## config.mk

```make
export PLATFORM = sky130hd
export DESIGN_NAME = alu_sequencer
export DESIGN_NICKNAME = d
export VERILOG_FILES = /design/src/rtl/alu_sequencer.sv
export SDC_FILE = /design/constraint.sdc
export NUM_CORES = 1
export LEC_CHECK = 0
export ABC_AREA = 1
export BUFFER_PORTS_ARGS = -buffer_cell sky130_fd_sc_hd__buf_2
export CAP_MARGIN = 15
export CORE_MARGIN = 2
export CORE_UTILIZATION = 40
export DETAILED_ROUTE_END_ITERATION = 6
export RECOVER_POWER = 50
export SETUP_SLACK_MARGIN = 0.05
export SKIP_CTS_REPAIR_TIMING = 1
export SLEW_MARGIN = 40
export SYNTH_ARGS = -nofsm -noshare
export SYNTH_HDL_FRONTEND = slang
export SYNTH_SLANG_ARGS = --single-unit
```

## constraint.sdc

```tcl
create_clock -name clk -period 4.2 [get_ports clk]
set_input_delay 0.84 -clock clk [delete_from_list [all_inputs] [get_ports clk]]
set_output_delay 0.84 -clock clk [all_outputs]
set_load 0.01 [all_outputs]
```

## src/rtl/alu_sequencer.sv

```systemverilog
// Multi-cycle FETCH/DECODE/EXECUTE control unit for the 8-bit ALU datapath.
// Every output is registered; decode happens on the DECODE->EXECUTE edge.
module alu_sequencer #(
  parameter int              PC_W     = 8,
  parameter logic [PC_W-1:0] RESET_PC = {PC_W{1'b0}}
) (
  input  logic            clk,
  input  logic            rst_n,
  input  logic            start,
  output logic [PC_W-1:0] instr_addr,
  output logic            instr_en,
  input  logic [15:0]     instr_data,
  output logic [2:0]      alu_cntr,
  input  logic [2:0]      alu_flags,
  output logic [2:0]      ra_addr,
  output logic [2:0]      rb_addr,
  output logic [2:0]      rd_addr,
  output logic            rf_we,
  output logic            imm_sel,
  output logic [7:0]      imm,
  output logic [2:0]      flags_q,
  output logic            busy,
  output logic            halted,
  output logic            retire
);

  typedef enum logic [2:0] {
    S_IDLE    = 3'd0,
    S_FETCH   = 3'd1,
    S_DECODE  = 3'd2,
    S_EXECUTE = 3'd3,
    S_HALTED  = 3'd4
  } state_t;

  localparam logic [3:0] OP_BEQ  = 4'h8;
  localparam logic [3:0] OP_BGT  = 4'h9;
  localparam logic [3:0] OP_BCS  = 4'hA;
  localparam logic [3:0] OP_JMP  = 4'hB;
  localparam logic [3:0] OP_HALT = 4'hF;

  // Returns {alu_cntr[2:0], rf_we, imm_sel} for an opcode.
  function automatic logic [4:0] decode_op(input logic [3:0] op);
    case (op)
      4'h0:    decode_op = {3'b000, 1'b1, 1'b0};
      4'h1:    decode_op = {3'b001, 1'b1, 1'b0};
      4'h2:    decode_op = {3'b010, 1'b1, 1'b0};
      4'h3:    decode_op = {3'b011, 1'b1, 1'b0};
      4'h4:    decode_op = {3'b100, 1'b1, 1'b0};
      4'h5:    decode_op = {3'b101, 1'b1, 1'b0};
      4'h6:    decode_op = {3'b101, 1'b1, 1'b1};
      4'h7:    decode_op = {3'b100, 1'b0, 1'b0};
      default: decode_op = {3'b000, 1'b0, 1'b0};
    endcase
  endfunction

  function automatic logic branch_taken(input logic [3:0] op, input logic [2:0] fl);
    case (op)
      OP_BEQ:  branch_taken = fl[0];
      OP_BGT:  branch_taken = fl[1];
      OP_BCS:  branch_taken = fl[2];
      OP_JMP:  branch_taken = 1'b1;
      default: branch_taken = 1'b0;
    endcase
  endfunction

  state_t          state_r, state_next_s;
  logic [PC_W-1:0] pc_r, pc_next_s;
  logic [15:0]     ir_r, ir_next_s;
  logic [2:0]      flags_r, flags_next_s;
  logic [4:0]      dec_s;
  logic [2:0]      cntr_next_s;
  logic            we_next_s;
  logic            isel_next_s;

  assign instr_addr = pc_r;
  assign flags_q    = flags_r;

  // Next-state, PC, IR and flag update logic.
  always_comb begin
    state_next_s = state_r;
    pc_next_s    = pc_r;
    ir_next_s    = ir_r;
    flags_next_s = flags_r;
    case (state_r)
      S_IDLE, S_HALTED: begin
        if (start) begin
          state_next_s = S_FETCH;
          pc_next_s    = RESET_PC;
        end else begin
          state_next_s = state_r;
        end
      end
      S_FETCH: state_next_s = S_DECODE;
      S_DECODE: begin
        ir_next_s    = instr_data;
        state_next_s = S_EXECUTE;
      end
      S_EXECUTE: begin
        // Opcodes 0-7 are the ALU-driving ones; their MSB is clear.
        if (ir_r[15] == 1'b0) begin
          flags_next_s = alu_flags;
        end else begin
          flags_next_s = flags_r;
        end
        if (ir_r[15:12] == OP_HALT) begin
          state_next_s = S_HALTED;
          pc_next_s    = pc_r;
        end else begin
          state_next_s = S_FETCH;
          if (branch_taken(ir_r[15:12], flags_r)) begin
            pc_next_s = ir_r[PC_W-1:0];
          end else begin
            pc_next_s = pc_r + {{(PC_W-1){1'b0}}, 1'b1};
          end
        end
      end
      default: state_next_s = S_IDLE;
    endcase
  end

  // Decoded control values for the cycle about to start.
  always_comb begin
    dec_s = decode_op(ir_next_s[15:12]);
    if (state_next_s == S_EXECUTE) begin
      cntr_next_s = dec_s[4:2];
      we_next_s   = dec_s[1];
      isel_next_s = dec_s[0];
    end else begin
      cntr_next_s = 3'b000;
      we_next_s   = 1'b0;
      isel_next_s = 1'b0;
    end
  end

  // State, datapath registers and registered outputs.
  always_ff @(posedge clk or negedge rst_n) begin
    if (!rst_n) begin
      state_r  <= S_IDLE;
      pc_r     <= RESET_PC;
      ir_r     <= 16'h0000;
      flags_r  <= 3'b000;
      alu_cntr <= 3'b000;
      rf_we    <= 1'b0;
      imm_sel  <= 1'b0;
      ra_addr  <= 3'b000;
      rb_addr  <= 3'b000;
      rd_addr  <= 3'b000;
      imm      <= 8'h00;
      instr_en <= 1'b0;
      busy     <= 1'b0;
      halted   <= 1'b0;
      retire   <= 1'b0;
    end else begin
      state_r  <= state_next_s;
      pc_r     <= pc_next_s;
      ir_r     <= ir_next_s;
      flags_r  <= flags_next_s;
      alu_cntr <= cntr_next_s;
      rf_we    <= we_next_s;
      imm_sel  <= isel_next_s;
      ra_addr  <= ir_next_s[8:6];
      rb_addr  <= ir_next_s[5:3];
      rd_addr  <= ir_next_s[11:9];
      imm      <= ir_next_s[7:0];
      instr_en <= (state_next_s == S_FETCH);
      busy     <= (state_next_s == S_FETCH) || (state_next_s == S_DECODE) ||
                  (state_next_s == S_EXECUTE);
      halted   <= (state_next_s == S_HALTED);
      retire   <= (state_next_s == S_EXECUTE);
    end
  end

endmodule

```

# == Word level (Yosys, flattened, before mapping) ==
# Memory sizes are Yosys's and may differ from the RTL's.
# Cells that the tools add are included.
# word_totals
regBits,56
romBits,40
in_bits,22
out_inout_bits,37
wordCells,55
memories,1
# memory_table
memory,depth,word_bits,rd,rd_ports_with_merged_regs,wr,line,source
(name not given),8,5,1,0,0,43,case (op)
# op_classes
add_sub_neg,1
n_eq_ne,15
muxes,15
bitwise_logic,1
reduce_logical,7
# op_table
cell,n
2-to-1 mux 8 bit,3
== test 4 bit (second input constant),5
2-to-1 mux 16 bit,1
one-hot mux 8 bit (2 select lines),1
== test 3 x 2 -> 1 bit (second input constant),4
one-hot mux 3 bit (4 select lines),1
2-to-1 mux 3 bit,3
adder 8 x 1 -> 8 bit (second input constant),1
== test 3 x 1 -> 1 bit (second input constant),2
== test 3 bit (second input constant),2
2-to-1 mux 5 bit,1
2-to-1 mux 1 bit,4
!= test 2 bit (second input constant),2
one-hot mux 1 bit (4 select lines),1
logical NOT 3 bit,1
AND reduction 3 bit,1
logical OR 1 bit,2
AND reduction 2 bit,1
nonzero test 2 bit,1
OR reduction 2 bit,1
inverter 1 bit,1

# == Logic depth before layout (Yosys ltp) ==
# Gate-level depths: netlist of the first run.
# logic_depth
word_depth,7
mapped_depth,12
ltp_nobuf,11

# == Worst setup path before layout of the first run ==
# No wires, ideal clock.
# synth_timing
path_kind,input to register
from,input instr_data[13]
to,register alu_cntr[0]
t_arrival_ns,1.492
t_required_ns,4.079
slack_ns,2.587
cell_stages,7
cell_sequence,nand2_2 and2_4 inv_1 ha_1 nand3_1 nand3_1 nor2_1
# synth_between
elab_chain_cells,4
# synth_rtl
item,line,source
start: declaration,12,"input logic [15:0] instr_data,"
2-to-1 mux 16 bit,84,case (state_r)
net ir_next_s[13],68,"logic [15:0] ir_r, ir_next_s;"
memory (8 x 5 bit),n/a,
2-to-1 mux 5 bit,43,
2-to-1 mux 3 bit,124,if (state_next_s == S_EXECUTE) begin
net cntr_next_s[0],71,logic [2:0] cntr_next_s;
end signal: assignment,158,alu_cntr <= cntr_next_s;
end: declaration,13,"output logic [2:0] alu_cntr,"
# The timed path passes the listed nets, and every way through them passes these cells.
# A chain may end at the register's enable or synchronous reset.

# == Worst setup path after layout of the first run ==
# layout_timing
from,register state_r[1]
to,register alu_cntr[0]
# layout_between
elab_chain_cells,5
elab_cells_between_ends,13
cone_classes,5 x eq/ne; 5 x mux; 2 x reduce/logical; 1 x memory
# layout_rtl
item,line,source
start: declaration,66,"state_t state_r, state_next_s;"
start signal: assignment,154,state_r <= state_next_s;
== test 3 x 2 -> 1 bit,84,
2-to-1 mux 16 bit,84,
net ir_next_s[13],68,
memory (8 x 5 bit),n/a,
2-to-1 mux 5 bit,43,
2-to-1 mux 3 bit,124,
net cntr_next_s[0],71,
# The timed path passes the listed nets, and every way through them passes these cells.

==> results of run 1 <==
-- cell usage after synthesis (2+ instances only) --
master,instances
nor3_1,2
nor2_2,2
nand2_1,72
dfrtp_1,39
o21ai_2,2
ha_1,3
inv_1,21
inv_2,4
buf_4,18
nand2_2,7
buf_6,3
xor2_1,2
nor2_1,11
o21ai_0,6
nand3_1,24
nor2_4,2
nand3b_1,4
a21oi_1,2
-- cell usage in the layout, fill, tap and decap left out, drive strengths merged --
cell type  synthesis  routed
bufinv             0       1
nand3b             4       4
buf               22      57
nand3             25      25
o21ai              8       8
clkinv             0       2
o21bai             1       1
mux2               1       1
a21oi              3       3
ha                 3       3
inv               25      25
clkbuf             0       6
xnor2              1       1
and2               1       1
xor2               2       2
dfrtp             39      39
nor3               3       3
nand2             79      79
nor2              15      15
-- worst paths after layout --
| kind | startpoint | end | slack (ns) |
|---|---|---|---|
| worst max-delay path | state_r[1] | alu_cntr[0] | 1.69 |
| worst min-delay path | ir_r[9] | ir_r[9] | 0.49 |
| worst max register to register | state_r[1] | alu_cntr[0] | 1.69 |
| worst min register to register | ir_r[9] | ir_r[9] | 0.49 |
| max in group asynchronous | rst_n | instr_addr[4] | 1.90 |
| min in group asynchronous | rst_n | flags_q[0] | 1.13 |
-- area by class of cell --
class | instances | area, um^2 | area share
well taps | 67 | 83.8 | 0.0373
clock inverters | 3 | 43.8 | 0.0195
multi-input cells | 146 | 694 | 0.309
repair buffers | 58 | 289 | 0.128
flip-flops and latches | 39 | 976 | 0.434
inverters | 25 | 93.8 | 0.0417
clock buffers | 5 | 68.8 | 0.0306
-- metrics by stage --
step | hold slack [ns] | worst slack [ns] | std cells | total power (W) | util
finish | 0.490 | 1.69 | 343 | 0.00173 | 0.473
global route | 0.523 | 1.36 | 343 | 0.00192 | 0.473
CTS | 0.489 | 2.10 | 343 | 0.00180 | 0.483
detailed placement | 0.463 | 2.14 | 335 | 0.00148 | 0.459
global placement | 0.466 | 2.20 | 335 | 0.00147 | 0.458
floorplan | 0.450 | 2.59 | 232 | 0.00135 | -
-- registers in the layout, summed over array words and instances, names as in the netlist --
signal      flops
imm_sel         1
instr_addr      8
halted          1
alu_cntr        3
instr_en        1
retire          1
ir_r           16
busy            1
flags_q         3
rf_we           1
state_r         3
-- worst min-delay path: cells and delay by family (launching register included) --
family / cells / cell delay, ns
simple gates: 2 / 0.10
flops: 1 / 0.35
-- per-layer routing --
layer,share of wire,vias to the layer above,GRT usage
li1,-,791,-
met1,0.49,728,0.222
met2,0.45,42,0.248
met3,0.049,4,0.0339
met4,0.0094,0,0.0417
met5,0,-,0
-- where the power goes --
| group | internal [W] | total (W) | switching (W) |
|---|---|---|---|
| sequential | 0.000530 | 0.000636 | 0.000106 |
| combinational | 0.000286 | 0.000786 | 0.000500 |
| clock | 0.000177 | 0.000310 | 0.000133 |
-- cells by family after synthesis --
kind of cell | after synthesis | synth area share
AO/OA/AOI/OAI | 12 | 0.0411
XOR/XNOR | 3 | 0.0133
buffers and inverters | 47 | 0.135
AND/OR/NAND/NOR | 127 | 0.293
multiplexers | 1 | 0.00569
flip-flops | 39 | 0.493
adder cells (fa/ha/maj) | 3 | 0.0190
==> flow_metrics.tcl, run 1 <==
set metrics [dict create \
    area.growth.synth_to_final_pct 13.7 \
    ant_nets 0 \
    final_nets 300 \
    gp_congestion 0.809 \
    netlist_instances 232 \
    violations "capacitance limit, slew limit" \
    yosysUniqueCellTypes 26 \
    fmax_ghz 0.399 \
    synth_top_cell_by_area "dfrtp_1" \
    clkSinkCount 39 \
    wl_per_cell_um 11.2 \
    setup_viol 0 \
    antenna_found_initial 0 \
    viasPerCell 4.56 \
    power.leakage_nw 1.28 \
    max-vdd-ir-drop_uv 333 \
    slew_headroom -0.363 \
    fin_crit_ns 2.51 \
    ioPinCount 59 \
    clk_pin_slew_worst_paths_ns 0.08 \
    cpPeakStageDelay_ns 0.50 \
    drtPass1Iterations 4 \
    period_share 0.597 \
    slew_violations 40 \
    fin_skew_ns 0.00888 \
    grt_pass1_wl_um 6670 \
    startpoint_type "flop" \
    critPathKind "flop to flop" \
    cts_buffer_depth 2 \
    root_buffer "clkbuf_8" \
    synth.net_count 257 \
    worst-path-buf-inv 3 \
    synth_edf_count 0 \
    row_count 25 \
    clk-insertion-delay-late_ns 0.29 \
    ys_seq_elements 39 \
    post-route-drc-count 0 \
    placed_area_um2 2180 \
    critPathSlowestCell "nand2_1" \
    tns_ns 0 \
    cp_common_cell "inv_1" \
    dp_hpwl_um 2770 \
    synthArstFlopShare 1.00 \
    max-cap-violations 1 \
    diodes 0 \
    portBuffers 58 \
    drive_gt1_frac 0.283 \
    yosysTopAreaCellShare 0.493 \
    powerDensity_nw_per_um2 770 \
    drt_wl_total_um 3840 \
    rsz0062_at_grt "false" \
    htree_num_levels 2 \
    path_cells "inv_1, nor2_2, nand2_1, inv_1, nand2_2, and2_4, inv_1, ha_1, nand3_1, nand3_1, nor2_1" \
    drtIter0Drc 83 \
    synth_area_per_cell_um2 8.53 \
    worst_pin_slew_ns 2.05 \
    holdCritPathClass "flop to flop" \
    die_h_um 74.3 \
    synth.cell_area_um2 1980 \
    cts_tree "built" \
    ys_warn_count 0 \
    crit_path_max_fanout 22 \
    die_x_um 74.3 \
    post-route-cell-area_um2 2250 \
    cp.depth 11 \
    num-fill-cells 506 \
    die_area_um2 5530 \
    worstPathRequired_ns 4.41 \
    status "finished with violations" \
    holdPathStages 2 \
    grt_pass1_vias 1473 \
    start_util 0.416 \
    grt_overflow_total 0 \
    endpoint_kind "flop" \
    grt_max_degree 40 \
    cp.arrival_ns 2.72 \
    seq_area_frac_synth 0.493 \
    numCtsBuffers 5 \
    synth.area.top_cells "dfrtp_1 49%, nand2_1 14%, buf_4 6.8%, nand3_1 6.1%, inv_1 4.0%" \
    core_um2 4750 \
    crit_family "simple AND/OR/NAND/NOR gates" \
    finalHoldViolCount 0 \
    synthFlopType "dfrtp_1" \
    reg2regPathDepth 11 \
    vias 1565 \
    track_usage 0.157 \
]
Note: power is estimated with default switching activity, not from simulation.
==> run 2: changes to the inputs <==
--- a/config.mk
+++ b/config.mk
@@ -11,6 +11,7 @@
 export CORE_MARGIN = 2
 export CORE_UTILIZATION = 40
 export DETAILED_ROUTE_END_ITERATION = 6
+export PLACE_DENSITY = 0.67
 export RECOVER_POWER = 50
 export SETUP_SLACK_MARGIN = 0.05
 export SKIP_CTS_REPAIR_TIMING = 1
==> constraint.sdc (replaced) <==
create_clock -name clk -period 2.2 [get_ports clk]
set_input_delay 0.44 -clock clk [delete_from_list [all_inputs] [get_ports clk]]
set_output_delay 0.44 -clock clk [all_outputs]
set_load 0.01 [all_outputs]
==> run 2 against run 1 <==
  * Wire length up 0.49%
  * The run now ends clean
  * Final cell count up 0.87%
  * Clock skew down 0.0053 ns
==> flow_metrics.tcl, run 2 (synthesis gave the netlist of run 1 again) <==
set metrics [dict create \
    status "complete, no violations" \
    reg2reg_from "state_r[0]" \
    hp-start "instr_data[10]" \
    dp_hpwl_um 2880 \
    cp_common_cell "nand3_1" \
    switching_share 0.440 \
    grt_overflow_total 0 \
    die_h_um 74.3 \
    finalHoldViolCount 0 \
    clk_pin_slew_worst_paths_ns 0.07 \
    clk-insertion-delay-late_ns 0.29 \
    start_util 0.416 \
    max-vdd-ir-drop_uv 649 \
    holdPathEnd "ir_r[10]" \
    dpl.cell_count 339 \
    cp.depth 8 \
    r2r-end "alu_cntr[0]" \
    slew_violations 0 \
    pwr-share-clk 0.148 \
    slew_headroom 0.119 \
    viasPerCell 4.50 \
    power.leakage_nw 1.24 \
    internal_power_w 0.00183 \
    tns_ns 0 \
    diodes 0 \
    gp_congestion 0.824 \
    cts_buffer_depth 2 \
    track_usage 0.156 \
    ioPinCount 59 \
    drtPass1Iterations 4 \
    holdCritPathClass "input port to flop" \
    critPathKind "flop to flop" \
    numCtsBuffers 5 \
    die_x_um 74.3 \
    holdPathStages 3 \
    max-cap-violations 0 \
    wl_per_cell_um 11.2 \
    pwr-share-seq 0.373 \
    worst_pin_slew_ns 1.32 \
    cp.arrival_ns 1.91 \
    row_count 25 \
    grt_max_degree 26 \
    grt_pass1_wl_um 6490 \
    antenna_found_initial 0 \
    crit_path_max_fanout 14 \
    drive_gt1_frac 0.269 \
    period_share 0.766 \
    grt_pass1_vias 1391 \
    startpoint "state_r[0]" \
    drt_wl_total_um 3860 \
    final_nets 304 \
    die_area_um2 5530 \
    endpoint_kind "flop" \
    final_cell_mix "72 x nand2_1, 44 x buf_2, 39 x dfrtp_1, 24 x nand3_1, 21 x inv_1" \
    path_cells "nor2_2, nand2_2, buf_4, o21ai_2, ha_1, nand3_1, nand3_1, nor2_1" \
    fin_skew_ns 0.00363 \
    setup_viol 0 \
    root_buffer "clkbuf_8" \
    rsz0062_at_grt "false" \
    mostFrequentLayoutCell "nand2_1" \
    regMostFlops "ir_r" \
    reg2regPathDepth 8 \
    worstPathRequired_ns 2.43 \
    worst-path-buf-inv 1 \
    cpPeakStageDelay_ns 0.41 \
    largest_reg_flops 16 \
    cts_tree "built" \
    startpoint_type "flop" \
    fmax_ghz 0.594 \
    drtIter0Drc 69 \
    comb_power_share 0.479 \
    p_sw_w 0.00144 \
    crit_family "simple AND/OR/NAND/NOR gates" \
    post-route-drc-count 0 \
    vias 1558 \
    area.growth.synth_to_final_pct 14.8 \
    clkSinkCount 39 \
    core_um2 4750 \
    stdcell_count 346 \
    fin_crit_ns 1.68 \
    powerDensity_nw_per_um2 1440 \
    rrSetupSlack_ns 0.52 \
    portBuffers 58 \
    ant_nets 0 \
    critPathSlowestCell "dfrtp_1" \
    htree_num_levels 2 \
]
-- run 2: cell count changes in the layout (fill, tap and decap cells not counted), sizes merged --
cell / change
clkinv: -1
clkbuf: +16
bufinv: -1
buf: -11
-- run 2: metrics by stage --
stage,hold WS (ns),instance area [um^2],utilization,setup slack [ns],total power (W)
final,0.339,2270,0.478,0.516,0.00327
after global routing,0.336,2270,0.478,0.325,0.00360
after CTS,0.145,2300,0.483,0.504,0.00335
after detailed placement,0.463,2210,0.465,0.515,0.00285
after global placement,0.459,2210,0.465,0.580,0.00282
after floorplan,0.144,1980,-,0.679,0.00257
-- run 2: power groups by stage --
stage | Sequential, W | Clock (W) | Combinational, W
after floorplan | 0.00126 | 0 | 0.00131
after global placement | 0.00123 | 0 | 0.00160
after detailed placement | 0.00123 | 0 | 0.00161
after CTS | 0.00122 | 0.000511 | 0.00162
after global routing | 0.00127 | 0.000540 | 0.00179
final | 0.00122 | 0.000485 | 0.00157
-- run 2: worst max-delay path by stage --
stage,endpoint,slack [ns]
final,alu_cntr[0],0.52
after CTS,alu_cntr[0],0.50
after floorplan,alu_cntr[0],0.68
after global placement,alu_cntr[0],0.58
after detailed placement,alu_cntr[0],0.52
after global routing,alu_cntr[0],0.32
-- run 2: worst reg2reg max path, delay by kind of cell (launching register included) --
kind / cells / cell delay, ns
compound gates: 1 / 0.17
fa+ha+maj: 1 / 0.25
buf+inv: 1 / 0.24
flops: 1 / 0.41
simple gates: 5 / 0.55
-- run 2: area by class of cell --
type	count	area [um^2]
Multi-Input combinational cell	146	736
Fill cell	511	2480
Clock buffer	6	82.6
Clock inverter	1	5.00
Tap cell	67	83.8
Sequential cell	39	976
Timing Repair Buffer	62	295
Inverter	25	93.8
-- run 2: routing by layer --
layer | routed length (um) | global-route usage | share of wire | vias to the layer above
li1 | - | - | - | 799
met5 | 0 | 0 | 0 | -
met2 | 1800 | 0.241 | 0.47 | 43
met4 | 51 | 0.0595 | 0.013 | 0
met3 | 220 | 0.0447 | 0.057 | 5
met1 | 1790 | 0.210 | 0.46 | 711
==> run 3: changes to the inputs <==
--- a/config.mk
+++ b/config.mk
@@ -11,7 +11,6 @@
 export CORE_MARGIN = 2
 export CORE_UTILIZATION = 40
 export DETAILED_ROUTE_END_ITERATION = 6
-export PLACE_DENSITY = 0.67
 export RECOVER_POWER = 50
 export SETUP_SLACK_MARGIN = 0.05
 export SKIP_CTS_REPAIR_TIMING = 1
==> constraint.sdc (replaced) <==
create_clock -name clk -period 1.59 [get_ports clk]
set_input_delay 0.318 -clock clk [delete_from_list [all_inputs] [get_ports clk]]
set_output_delay 0.318 -clock clk [all_outputs]
set_load 0.01 [all_outputs]
==> run 3 against run 2 <==
  * Final cell count rose by 1.2%
  * Critical endpoint unchanged
  * Non-clock buffer count rose by 4
  * Clock power rose by 37%
  * Total power rose by 48%
  * Clock-buffer cell count did not move
==> flow_metrics.tcl, run 3 (synthesis gave the netlist of run 1 again) <==
set metrics [dict create \
    cts_tree "built" \
    endpoint_kind "flop" \
    critPathKind "flop to flop" \
    setup_viol 0 \
    slew_headroom 0.706 \
    fin_worst_hold_slack_ns 0.218 \
    power.leakage_nw 1.31 \
    antenna_found_initial 0 \
    grt_pass1_vias 1422 \
    fin_crit_ns 1.48 \
    dp_hpwl_um 2880 \
    viasPerCell 4.47 \
    root_buffer "clkbuf_8" \
    placed_area_um2 2220 \
    max-cap-violations 0 \
    clk_pin_slew_worst_paths_ns 0.07 \
    ioPinCount 59 \
    track_usage 0.155 \
    die_area_um2 5530 \
    powerDensity_nw_per_um2 2030 \
    regMostFlops "ir_r" \
    numCtsBuffers 5 \
    rsz0062_at_grt "false" \
    p_total_w 0.00484 \
    worst_pin_slew_ns 0.441 \
    max-vdd-ir-drop_uv 850 \
    crit_path_max_fanout 6 \
    worst-path-buf-inv 3 \
    path_cells "inv_2, nor2_4, nand2_4, inv_4, nand2_2, and2_4, inv_4, ha_4, nand3_2, nand3_2, nor2_2" \
    largest_reg_flops 16 \
    fin_skew_ns 0.00583 \
    fmax_ghz 0.674 \
    start_util 0.416 \
    drt_wl_total_um 3990 \
    holdCritPathClass "input port to flop" \
    portBuffers 58 \
    slew_violations 0 \
    post-route-drc-count 0 \
    final_nets 308 \
    post-route-cell-area_um2 2380 \
    diodes 0 \
    ant_nets 0 \
    core_um2 4750 \
    grt_max_degree 34 \
    drive_gt1_frac 0.343 \
    cpPeakStageDelay_ns 0.38 \
    tns_ns 0 \
    row_count 25 \
    startpoint_type "flop" \
    wl_per_cell_um 11.4 \
    period_share 0.933 \
    final_cell_mix "72 x nand2_1, 57 x buf_2, 39 x dfrtp_1, 22 x nand3_1, 20 x inv_1" \
    finalHoldViolCount 0 \
    cp.arrival_ns 1.71 \
    cts_buffer_depth 2 \
    vias 1566 \
    num-fill-cells 483 \
    crit_family "simple AND/OR/NAND/NOR gates" \
    die_x_um 74.3 \
    grt_pass1_wl_um 6550 \
    area.growth.synth_to_final_pct 20.5 \
    drtIter0Drc 59 \
    drtPass1Iterations 4 \
    status "complete, no violations" \
    pre_cts_ws_ns 0.0403 \
    htree_num_levels 2 \
    clk-insertion-delay-late_ns 0.29 \
    worstPathRequired_ns 1.82 \
    clkSinkCount 39 \
    grt_overflow_total 0 \
    die_h_um 74.3 \
    mostFrequentLayoutCell "nand2_1" \
    critPathSlowestCell "dfrtp_1" \
    gp_congestion 0.784 \
    fin_ws_ns 0.106 \
]
## run 3: changes by cell type in the layout (fill, tap and decap cells not counted), sizes merged
cell / delta
dlygate4sd3: +1
clkbuf: -13
buf: +16
## run 3: cell type report
cell class              count  area, um^2  share of cell area
clock inverters             1        5.00             0.00210
well taps                  67        83.8              0.0352
inverters                  25        98.8              0.0414
multi-input cells         146         778               0.326
clock buffers               6        82.6              0.0346
repair buffers             66         360               0.151
flip-flops and latches     39         976               0.409
## run 3: metrics by stage
step	util	std cells
2_1_floorplan	-	232
3_3_place_gp	0.467	339
3_5_place_dp	0.467	339
4_1_cts	0.486	346
5_1_grt	0.502	350
6_report	0.502	350
## run 3: path summary, 6_finish.rpt
path | start | end | slack, ns | cells after the start
worst max register to register | state_r[1] | alu_cntr[0] | 0.11 | 11
worst min register to register | ir_r[8] | ir_r[8] | 0.49 | 2
max in group asynchronous | rst_n | ir_r[1] | 0.34 | 3
worst min-delay path | instr_data[0] | ir_r[0] | 0.22 | 3
worst max-delay path | state_r[1] | alu_cntr[0] | 0.11 | 11
min in group asynchronous | rst_n | instr_addr[6] | 0.44 | 2
## run 3: worst min-delay path: stages
cell,delay [ns]
buf_2,0.07
nand2_1,0.04
nand2_1,0.04
## run 3: power by group
| part | leakage (nW) | internal, W | switching [W] |
|---|---|---|---|
| logic | 0.776 | 0.000980 | 0.00150 |
| clock network | 0.0470 | 0.000340 | 0.000324 |
| registers | 0.490 | 0.00140 | 0.000296 |
## run 3: per-layer routing
| layer | wire length [um] | global-route usage |
|---|---|---|
| met5 | 0 | 0 |
| met3 | 219 | 0.0474 |
| met4 | 32 | 0.0357 |
| met1 | 1920 | 0.214 |
| met2 | 1830 | 0.243 |
